**src/rtl/pwm_comp_shadow_conv_if.sv**
```systemverilog
// rtl/pwm_comp_shadow_conv_if.sv - duty-command stream bundle for pwm_comp_shadow_conv
//
// Purpose: groups the AXI-Stream-like duty beat signals. One beat carries the
//          duty words of every channel.
// Signals:
//   tdata  - CH_NUM signed duty words, channel i at [(i+1)*DW-1 : i*DW]
//   tvalid - beat valid (driven by the producer)
//   tready - beat accepted when tvalid && tready (driven by the consumer)
// Modports: master (producer side), slave (consumer side).
interface pwm_comp_shadow_conv_if #(
  parameter int TDATA_WIDTH = 48
) ();
  logic [TDATA_WIDTH-1:0] tdata;
  logic                   tvalid;
  logic                   tready;

  modport master (
    output tdata,
    output tvalid,
    input  tready
  );

  modport slave (
    input  tdata,
    input  tvalid,
    output tready
  );
endinterface

```
**src/rtl/pwm_comp_shadow_conv.sv**
```systemverilog
// rtl/pwm_comp_shadow_conv.sv - signed duty to shadowed center-aligned compare pair converter
//
// Purpose: converts per-unit signed Q1.(DATA_WIDTH-1) duty commands into
//          center-aligned compare pairs. One shared multiplier is stepped
//          through the channels, one channel per cycle. Results land in
//          staging registers and are committed to the outputs all at once
//          on the timer update event, so a compare pair never changes
//          mid-period.
// Optional feature: define PWM_DEADTIME_EN to add the deadtime port; the
//          deadtime value then widens the pair (c1 - dt, c2 + dt) before clamp.
// Ports:
//   clk        - clock
//   rstn       - asynchronous active-low reset
//   s_axis     - duty beat stream (slave modport: tdata, tvalid, tready)
//   reload     - PWM period, sampled when a beat is accepted
//   update_evt - one-cycle period-boundary pulse from the PWM counter
//   deadtime   - deadtime counts, sampled at accept (PWM_DEADTIME_EN only)
//   comp1      - active first compare values, channel i at [(i+1)*PW-1 : i*PW]
//   comp2      - active second compare values, same packing
//   sat        - per-channel saturation flag, committed together with comp
//   pending    - a complete staged set is waiting for update_evt
module pwm_comp_shadow_conv #(
  parameter int CH_NUM     = 3,
  parameter int PWM_WIDTH  = 16,
  parameter int DATA_WIDTH = 16,
  parameter int DT_WIDTH   = 8
) (
  input  logic                          clk,
  input  logic                          rstn,
  pwm_comp_shadow_conv_if.slave         s_axis,
  input  logic [PWM_WIDTH-1:0]          reload,
  input  logic                          update_evt,
`ifdef PWM_DEADTIME_EN
  input  logic [DT_WIDTH-1:0]           deadtime,
`endif
  output logic [CH_NUM*PWM_WIDTH-1:0]   comp1,
  output logic [CH_NUM*PWM_WIDTH-1:0]   comp2,
  output logic [CH_NUM-1:0]             sat,
  output logic                          pending
);

  // Signed intermediate wide enough for half +/- off +/- deadtime without wrap.
  localparam int CW  = ((PWM_WIDTH > DT_WIDTH) ? PWM_WIDTH : DT_WIDTH) + 2;
  localparam int PRW = DATA_WIDTH + CW;
  localparam int IW  = (CH_NUM > 1) ? $clog2(CH_NUM) : 1;

  typedef enum logic [1:0] {
    IDLE = 2'd0,
    CALC = 2'd1,
    PEND = 2'd2
  } state_t;

  state_t state_q, state_d;

  logic                         tready_int;
  logic                         load;
  logic                         calc_we;
  logic                         calc_last;
  logic                         commit;

  logic [IW-1:0]                ch_q;
  logic signed [DATA_WIDTH-1:0] duty_q [CH_NUM];
  logic [PWM_WIDTH-1:0]         reload_q;
`ifdef PWM_DEADTIME_EN
  logic [DT_WIDTH-1:0]          dt_q;
`endif
  logic [PWM_WIDTH-1:0]         stage1_q [CH_NUM];
  logic [PWM_WIDTH-1:0]         stage2_q [CH_NUM];
  logic [CH_NUM-1:0]            sat_stage_q;

  logic signed [DATA_WIDTH-1:0] d_sel;
  logic signed [CW-1:0]         half_s;
  logic signed [CW-1:0]         rel_s;
  logic signed [CW-1:0]         off;
  logic signed [CW-1:0]         c1_raw;
  logic signed [CW-1:0]         c2_raw;
  logic signed [PRW-1:0]        prod;
  logic signed [PRW-1:0]        prod_sh;
  logic [PWM_WIDTH-1:0]         c1_val;
  logic [PWM_WIDTH-1:0]         c2_val;
  logic                         c1_sat;
  logic                         c2_sat;

  assign s_axis.tready = tready_int;
  assign calc_last     = (ch_q == IW'(CH_NUM - 1));

  // ------------------------------------------------------------------
  // FSM
  // ------------------------------------------------------------------
  always_ff @(posedge clk or negedge rstn) begin
    if (!rstn) begin
      state_q <= IDLE;
    end else begin
      state_q <= state_d;
    end
  end

  always_comb begin
    state_d    = state_q;
    tready_int = 1'b0;
    load       = 1'b0;
    calc_we    = 1'b0;
    commit     = 1'b0;
    case (state_q)
      IDLE: begin
        // rstn gates tready so it reads 0 for the whole reset window.
        tready_int = rstn;
        if (s_axis.tvalid && rstn) begin
          load    = 1'b1;
          state_d = CALC;
        end
      end
      CALC: begin
        calc_we = 1'b1;
        if (calc_last) begin
          state_d = PEND;
        end
      end
      PEND: begin
        tready_int = rstn;
        // Commit of the old set and acceptance of a new beat may coincide:
        // the outputs take the old staging, the new beat restarts CALC.
        commit = update_evt;
        if (s_axis.tvalid && rstn) begin
          load    = 1'b1;
          state_d = CALC;
        end else if (update_evt) begin
          state_d = IDLE;
        end
      end
      default: begin
        state_d = IDLE;
      end
    endcase
  end

  // ------------------------------------------------------------------
  // Shared multiplier datapath, one channel per CALC cycle
  // ------------------------------------------------------------------
  assign d_sel   = duty_q[ch_q];
  assign half_s  = CW'({1'b0, reload_q[PWM_WIDTH-1:1]});
  assign rel_s   = CW'({1'b0, reload_q});
  assign prod    = PRW'(d_sel) * PRW'(half_s);
  // Arithmetic shift floors toward -inf, so d=-1.0 yields exactly -half.
  assign prod_sh = prod >>> (DATA_WIDTH - 1);
  assign off     = prod_sh[CW-1:0];

`ifdef PWM_DEADTIME_EN
  assign c1_raw = half_s - off - CW'(dt_q);
  assign c2_raw = half_s + off + CW'(dt_q);
`else
  assign c1_raw = half_s - off;
  assign c2_raw = half_s + off;
`endif

  always_comb begin
    c1_val = c1_raw[PWM_WIDTH-1:0];
    c1_sat = 1'b0;
    if (c1_raw[CW-1]) begin
      c1_val = '0;
      c1_sat = 1'b1;
    end else if (c1_raw > rel_s) begin
      c1_val = reload_q;
      c1_sat = 1'b1;
    end
  end

  always_comb begin
    c2_val = c2_raw[PWM_WIDTH-1:0];
    c2_sat = 1'b0;
    if (c2_raw[CW-1]) begin
      c2_val = '0;
      c2_sat = 1'b1;
    end else if (c2_raw > rel_s) begin
      c2_val = reload_q;
      c2_sat = 1'b1;
    end
  end

  // ------------------------------------------------------------------
  // Latch, staging and shadow registers
  // ------------------------------------------------------------------
  always_ff @(posedge clk or negedge rstn) begin
    if (!rstn) begin
      ch_q        <= '0;
      reload_q    <= '0;
`ifdef PWM_DEADTIME_EN
      dt_q        <= '0;
`endif
      sat_stage_q <= '0;
      pending     <= 1'b0;
      comp1       <= '0;
      comp2       <= '0;
      sat         <= '0;
      for (int i = 0; i < CH_NUM; i++) begin
        duty_q[i]   <= '0;
        stage1_q[i] <= '0;
        stage2_q[i] <= '0;
      end
    end else begin
      if (commit) begin
        for (int i = 0; i < CH_NUM; i++) begin
          comp1[i*PWM_WIDTH +: PWM_WIDTH] <= stage1_q[i];
          comp2[i*PWM_WIDTH +: PWM_WIDTH] <= stage2_q[i];
        end
        sat <= sat_stage_q;
      end

      if (load) begin
        for (int i = 0; i < CH_NUM; i++) begin
          duty_q[i] <= s_axis.tdata[i*DATA_WIDTH +: DATA_WIDTH];
        end
        reload_q <= reload;
`ifdef PWM_DEADTIME_EN
        dt_q     <= deadtime;
`endif
        ch_q     <= '0;
      end else if (calc_we) begin
        stage1_q[ch_q]    <= c1_val;
        stage2_q[ch_q]    <= c2_val;
        sat_stage_q[ch_q] <= c1_sat | c2_sat;
        ch_q              <= ch_q + IW'(1);
      end

      if (calc_we && calc_last) begin
        pending <= 1'b1;
      end else if (load || commit) begin
        pending <= 1'b0;
      end
    end
  end

endmodule

```
**src/flat_wrapper.sv**
```systemverilog
// flat-port wrapper written by rule: the top's interface ports become plain ports
module pwm_comp_shadow_conv_flat 
#(
  parameter int CH_NUM     = 3,
  parameter int PWM_WIDTH  = 16,
  parameter int DATA_WIDTH = 16,
  parameter int DT_WIDTH   = 8
)
  (clk, rstn, reload, update_evt, comp1, comp2, sat, pending, s_axis_tdata, s_axis_tvalid, s_axis_tready);
  pwm_comp_shadow_conv_if #(.TDATA_WIDTH((3)*(16))) s_axis_i ();
  input  logic clk;
  input  logic rstn;
  input  logic [PWM_WIDTH-1:0] reload;
  input  logic update_evt;
  output logic [CH_NUM*PWM_WIDTH-1:0] comp1;
  output logic [CH_NUM*PWM_WIDTH-1:0] comp2;
  output logic [CH_NUM-1:0] sat;
  output logic pending;
  input wire logic [$bits(s_axis_i.tdata)-1:0] s_axis_tdata;
  input wire logic [$bits(s_axis_i.tvalid)-1:0] s_axis_tvalid;
  output wire logic [$bits(s_axis_i.tready)-1:0] s_axis_tready;
  assign s_axis_i.tdata = s_axis_tdata;
  assign s_axis_i.tvalid = s_axis_tvalid;
  assign s_axis_tready = s_axis_i.tready;
  pwm_comp_shadow_conv #(.CH_NUM(CH_NUM), .PWM_WIDTH(PWM_WIDTH), .DATA_WIDTH(DATA_WIDTH), .DT_WIDTH(DT_WIDTH)) u_core (.clk(clk), .rstn(rstn), .s_axis(s_axis_i), .reload(reload), .update_evt(update_evt), .comp1(comp1), .comp2(comp2), .sat(sat), .pending(pending));
endmodule
```
**config.mk**
```make
export PLATFORM = sky130hd
export DESIGN_NAME = pwm_comp_shadow_conv_flat
export DESIGN_NICKNAME = d
export VERILOG_FILES = /design/src/rtl/pwm_comp_shadow_conv_if.sv /design/src/rtl/pwm_comp_shadow_conv.sv /design/src/flat_wrapper.sv
export SDC_FILE = /design/constraint.sdc
export NUM_CORES = 1
export LEC_CHECK = 0
export ABC_CLOCK_PERIOD_IN_PS = 15050
export BUFFER_PORTS_ARGS = -buffer_cell sky130_fd_sc_hd__buf_2
export CAP_MARGIN = 40
export CELL_PAD_IN_SITES_DETAIL_PLACEMENT = 0
export CELL_PAD_IN_SITES_GLOBAL_PLACEMENT = 1
export CORE_MARGIN = 8
export CORE_UTILIZATION = 49
export DETAILED_ROUTE_END_ITERATION = 12
export PLACE_DENSITY = 0.9
export SLEW_MARGIN = 25
export SYNTH_ARGS = -nofsm -noshare
export SYNTH_HDL_FRONTEND = slang
export SYNTH_SLANG_ARGS = --single-unit
```
**constraint.sdc**
```tcl
create_clock -name clk -period 15.05 [get_ports clk]
set_input_delay 2.2575 -clock clk [delete_from_list [all_inputs] [get_ports clk]]
set_output_delay 2.2575 -clock clk [all_outputs]
set_load 0.02 [all_outputs]
```
==> results_dict.tcl <==
set metrics [dict create \
    status "finished clean" \
    critPathRequiredTime_ns 15.46 \
    syn_nets 2616 \
    finalSetupViolCount 0 \
    io_buffers 168 \
    rsz0062_at_grt "no" \
    post-cts-setup-buffer-count 0 \
    finalSetupTns_ns 0 \
    synth_cells 2154 \
    synth_edf_count 0 \
    row_count 78 \
    start_util 0.491 \
    htreeDepth 1 \
    drcViolationCount 0 \
    nets 2760 \
    synth_flop_cell "dfrtp_1" \
    n_fill_cell 3853 \
    tightest_slew_ns 0.863 \
    crit_path_end_kind "flip-flop" \
    finalHoldViolCount 0 \
    layout_min_cycle_time_ns 11.74 \
    num_vias 15713 \
    viasPerCell 5.38 \
    dieArea_sq_mm 0.0522 \
    core_area_sq_mm 0.0450 \
    synth.top_cells.by_area "dfrtp_1 (30%), fa_1 (22%), ha_1 (8.3%), mux2_2 (8.3%), inv_1 (5.8%)" \
    period_share 0.780 \
    antenna_left 0 \
    ys_warn_count 0 \
    cts_hold_buf 0 \
    grt_pass1_vias 17093 \
    antenna_cells 0 \
    fmax_ghz 0.0852 \
    critPathLaunchType "flip-flop" \
    synth_cell_type_count 65 \
    ys_seq_area_frac 0.302 \
    synth_simple_gate_area_frac 0.108 \
    critPathArrivalTime_ns 12.16 \
    synth_compound_area_frac 0.0847 \
    cts_tree "yes" \
    clock-root-buffer "clkbuf_16" \
    synth_adder_area_share 0.307 \
    drt_iter0_drc 892 \
    synth_mux_area_frac 0.0983 \
    crit_buf_inv 10 \
    grt_remaining_overflow 0 \
    ys_ff_latch 267 \
    wire_per_inst_um 19.0 \
    fp.dieH_um 228 \
    drt_pre_antenna_iters 5 \
    wl_met3_um 2950 \
    routabilityCongestion 0.908 \
    drv_cap 0 \
    die_x_um 228 \
    yosysTopAreaCell "dfrtp_1" \
    post_cts_resized 0 \
    slew_headroom 0.425 \
    hold_path.class "flip-flop to flip-flop" \
    grt_max_degree 129 \
    synth_top_family_by_area "adder cells" \
    area_delta_synth_final_pct 11.8 \
    clk_pin_slew_ns 0.06 \
    final_max_slew_viol_count 0 \
    avgSynthCellArea_sq_um 10.3 \
    clock-sinks 267 \
    dp.final_hpwl_um 43900 \
    critPathMaxFanout 22 \
    cp_slowest_cell "mux2i_1" \
    drive_gt1_frac 0.194 \
    wl_met2_um 27000 \
    antenna_found_initial 0 \
    async_reset_ff_frac 1.00 \
    cts_buffer_depth 3 \
    path_class "flip-flop to flip-flop" \
    grt_pass1_wl_um 91600 \
    cts_buffers 29 \
    drt-met1-wl_um 23900 \
    synth_top_area_frac 0.302 \
    syn-cell-area_sq_mm 0.0221 \
    critPathTopFamily "adder cells" \
    io_pins 169 \
    top_layer "met4" \
    drt_wl_total_um 55600 \
    finClkSkew_ns 0.0244 \
    synthXorXnorAreaFrac 0.0212 \
    max_stage_delay_ns 0.62 \
    grt_usage 0.214 \
    final_core_util 0.549 \
    clock_latency_ns 0.59 \
]
sequential cells by signal, indices dropped and copies added (netlist names):
register,flops
u_core.stage2_q,48
u_core.pending,1
u_core.ch_q,2
u_core.sat_stage_q,3
u_core.reload_q,16
u_core.stage1_q,48
u_core.comp2,48
u_core.state_q,2
u_core.duty_q,48
u_core.sat,3
u_core.comp1,48
cell usage in the layout (no fill, tap or decap), types with 4 or more instances in the layout:
cell type / instances
o31ai_1: 4
nor2_1: 39
clkbuf_1: 11
and2_1: 117
o21ai_0: 72
buf_16: 4
mux2i_1: 31
o21bai_1: 7
nand3_1: 31
inv_1: 344
clkbuf_16: 29
nand4_1: 9
dfrtp_1: 267
nor3_1: 9
xnor2_1: 33
buf_2: 167
a21o_1: 20
o21ai_1: 52
mux2_2: 163
a211oi_1: 6
xor2_1: 18
a21oi_1: 58
ha_1: 147
a32oi_2: 8
buf_4: 39
nand3b_1: 4
o211ai_1: 19
buf_6: 5
nand2b_1: 11
nand2_1: 263
nor2b_1: 8
a31oi_1: 8
fa_1: 247
kinds of logic after synthesis:
family / Yosys count
DFF: 267
muxes: 196
AOI/OAI and AO/OA: 291
xor gates and xnor gates: 52
adders and majority gates: 394
buffers and inverters: 449
and+or+nand+nor: 505
synthesized netlist by cell type, types with 11 or more instances:
| master | instances |
|---|---|
| a21o_1 | 20 |
| a21oi_1 | 58 |
| and2_1 | 117 |
| clkbuf_1 | 85 |
| dfrtp_1 | 267 |
| fa_1 | 247 |
| ha_1 | 147 |
| inv_1 | 344 |
| mux2_2 | 163 |
| mux2i_1 | 31 |
| nand2_1 | 264 |
| nand2b_1 | 11 |
| nand3_1 | 31 |
| nor2_1 | 39 |
| o211ai_1 | 19 |
| o21ai_0 | 77 |
| o21ai_1 | 47 |
| xnor2_1 | 33 |
| xor2_1 | 18 |
path summary, 6_finish.rpt:
check / cells after the start / startpoint / to / slack (ns)
worst max register to register: 47 / u_core.ch_q[0] / u_core.stage1_q[20] / 3.31
worst min register to register: 2 / u_core.stage1_q[33] / u_core.stage1_q[33] / 0.48
worst min-delay path: 2 / u_core.stage1_q[33] / u_core.stage1_q[33] / 0.48
max in group asynchronous: 5 / rstn / u_core.comp2[4] / 11.86
min in group asynchronous: 1 / rstn / u_core.comp1[36] / 1.58
worst max-delay path: 47 / u_core.ch_q[0] / u_core.stage1_q[20] / 3.31
routing by layer:
layer,global-route usage,up-vias
met3,0.0328,90
li1,-,7178
met4,0.0716,0
met5,0,-
met1,0.277,8015
met2,0.365,430
worst reg2reg max path: cells and delay by family, from the launching register on:
| family | cells | cell delay (ns) |
|---|---|---|
| simple gates | 11 | 1.48 |
| mux | 1 | 0.64 |
| buf+inv | 10 | 1.44 |
| xor+xnor | 2 | 0.26 |
| flops | 1 | 0.32 |
| fa+ha+maj | 9 | 3.92 |
| compound gates | 14 | 3.51 |
final cells by class:
| cell class | instances | area (sq um) | area share |
|---|---|---|---|
| Multi-Input combinational cell | 1438 | 13700 | 0.555 |
| Sequential cell | 267 | 6680 | 0.271 |
| Timing Repair Buffer | 218 | 1350 | 0.0545 |
| Inverter | 344 | 1290 | 0.0523 |
| Clock buffer | 43 | 808 | 0.0327 |
| Tap cell | 600 | 751 | 0.0304 |
| Clock inverter | 8 | 125 | 0.00507 |
per-stage QoR:
step           cells  cell area, sq um  setup slack (ns)  hold WS, ns
3_5_place_dp    2862             23700              3.27        0.471
5_1_grt         2918             24700              2.45        0.508
4_1_cts         2913             24600              3.21        0.485
2_1_floorplan   2154             22100              4.25        0.446
6_report        2918             24700              3.31        0.481
3_3_place_gp    2855             23500              3.15        0.459
Power is left out: the tool's default activity adds up to more than one toggle a clock period on the data nets, which glitch-free logic cannot reach.
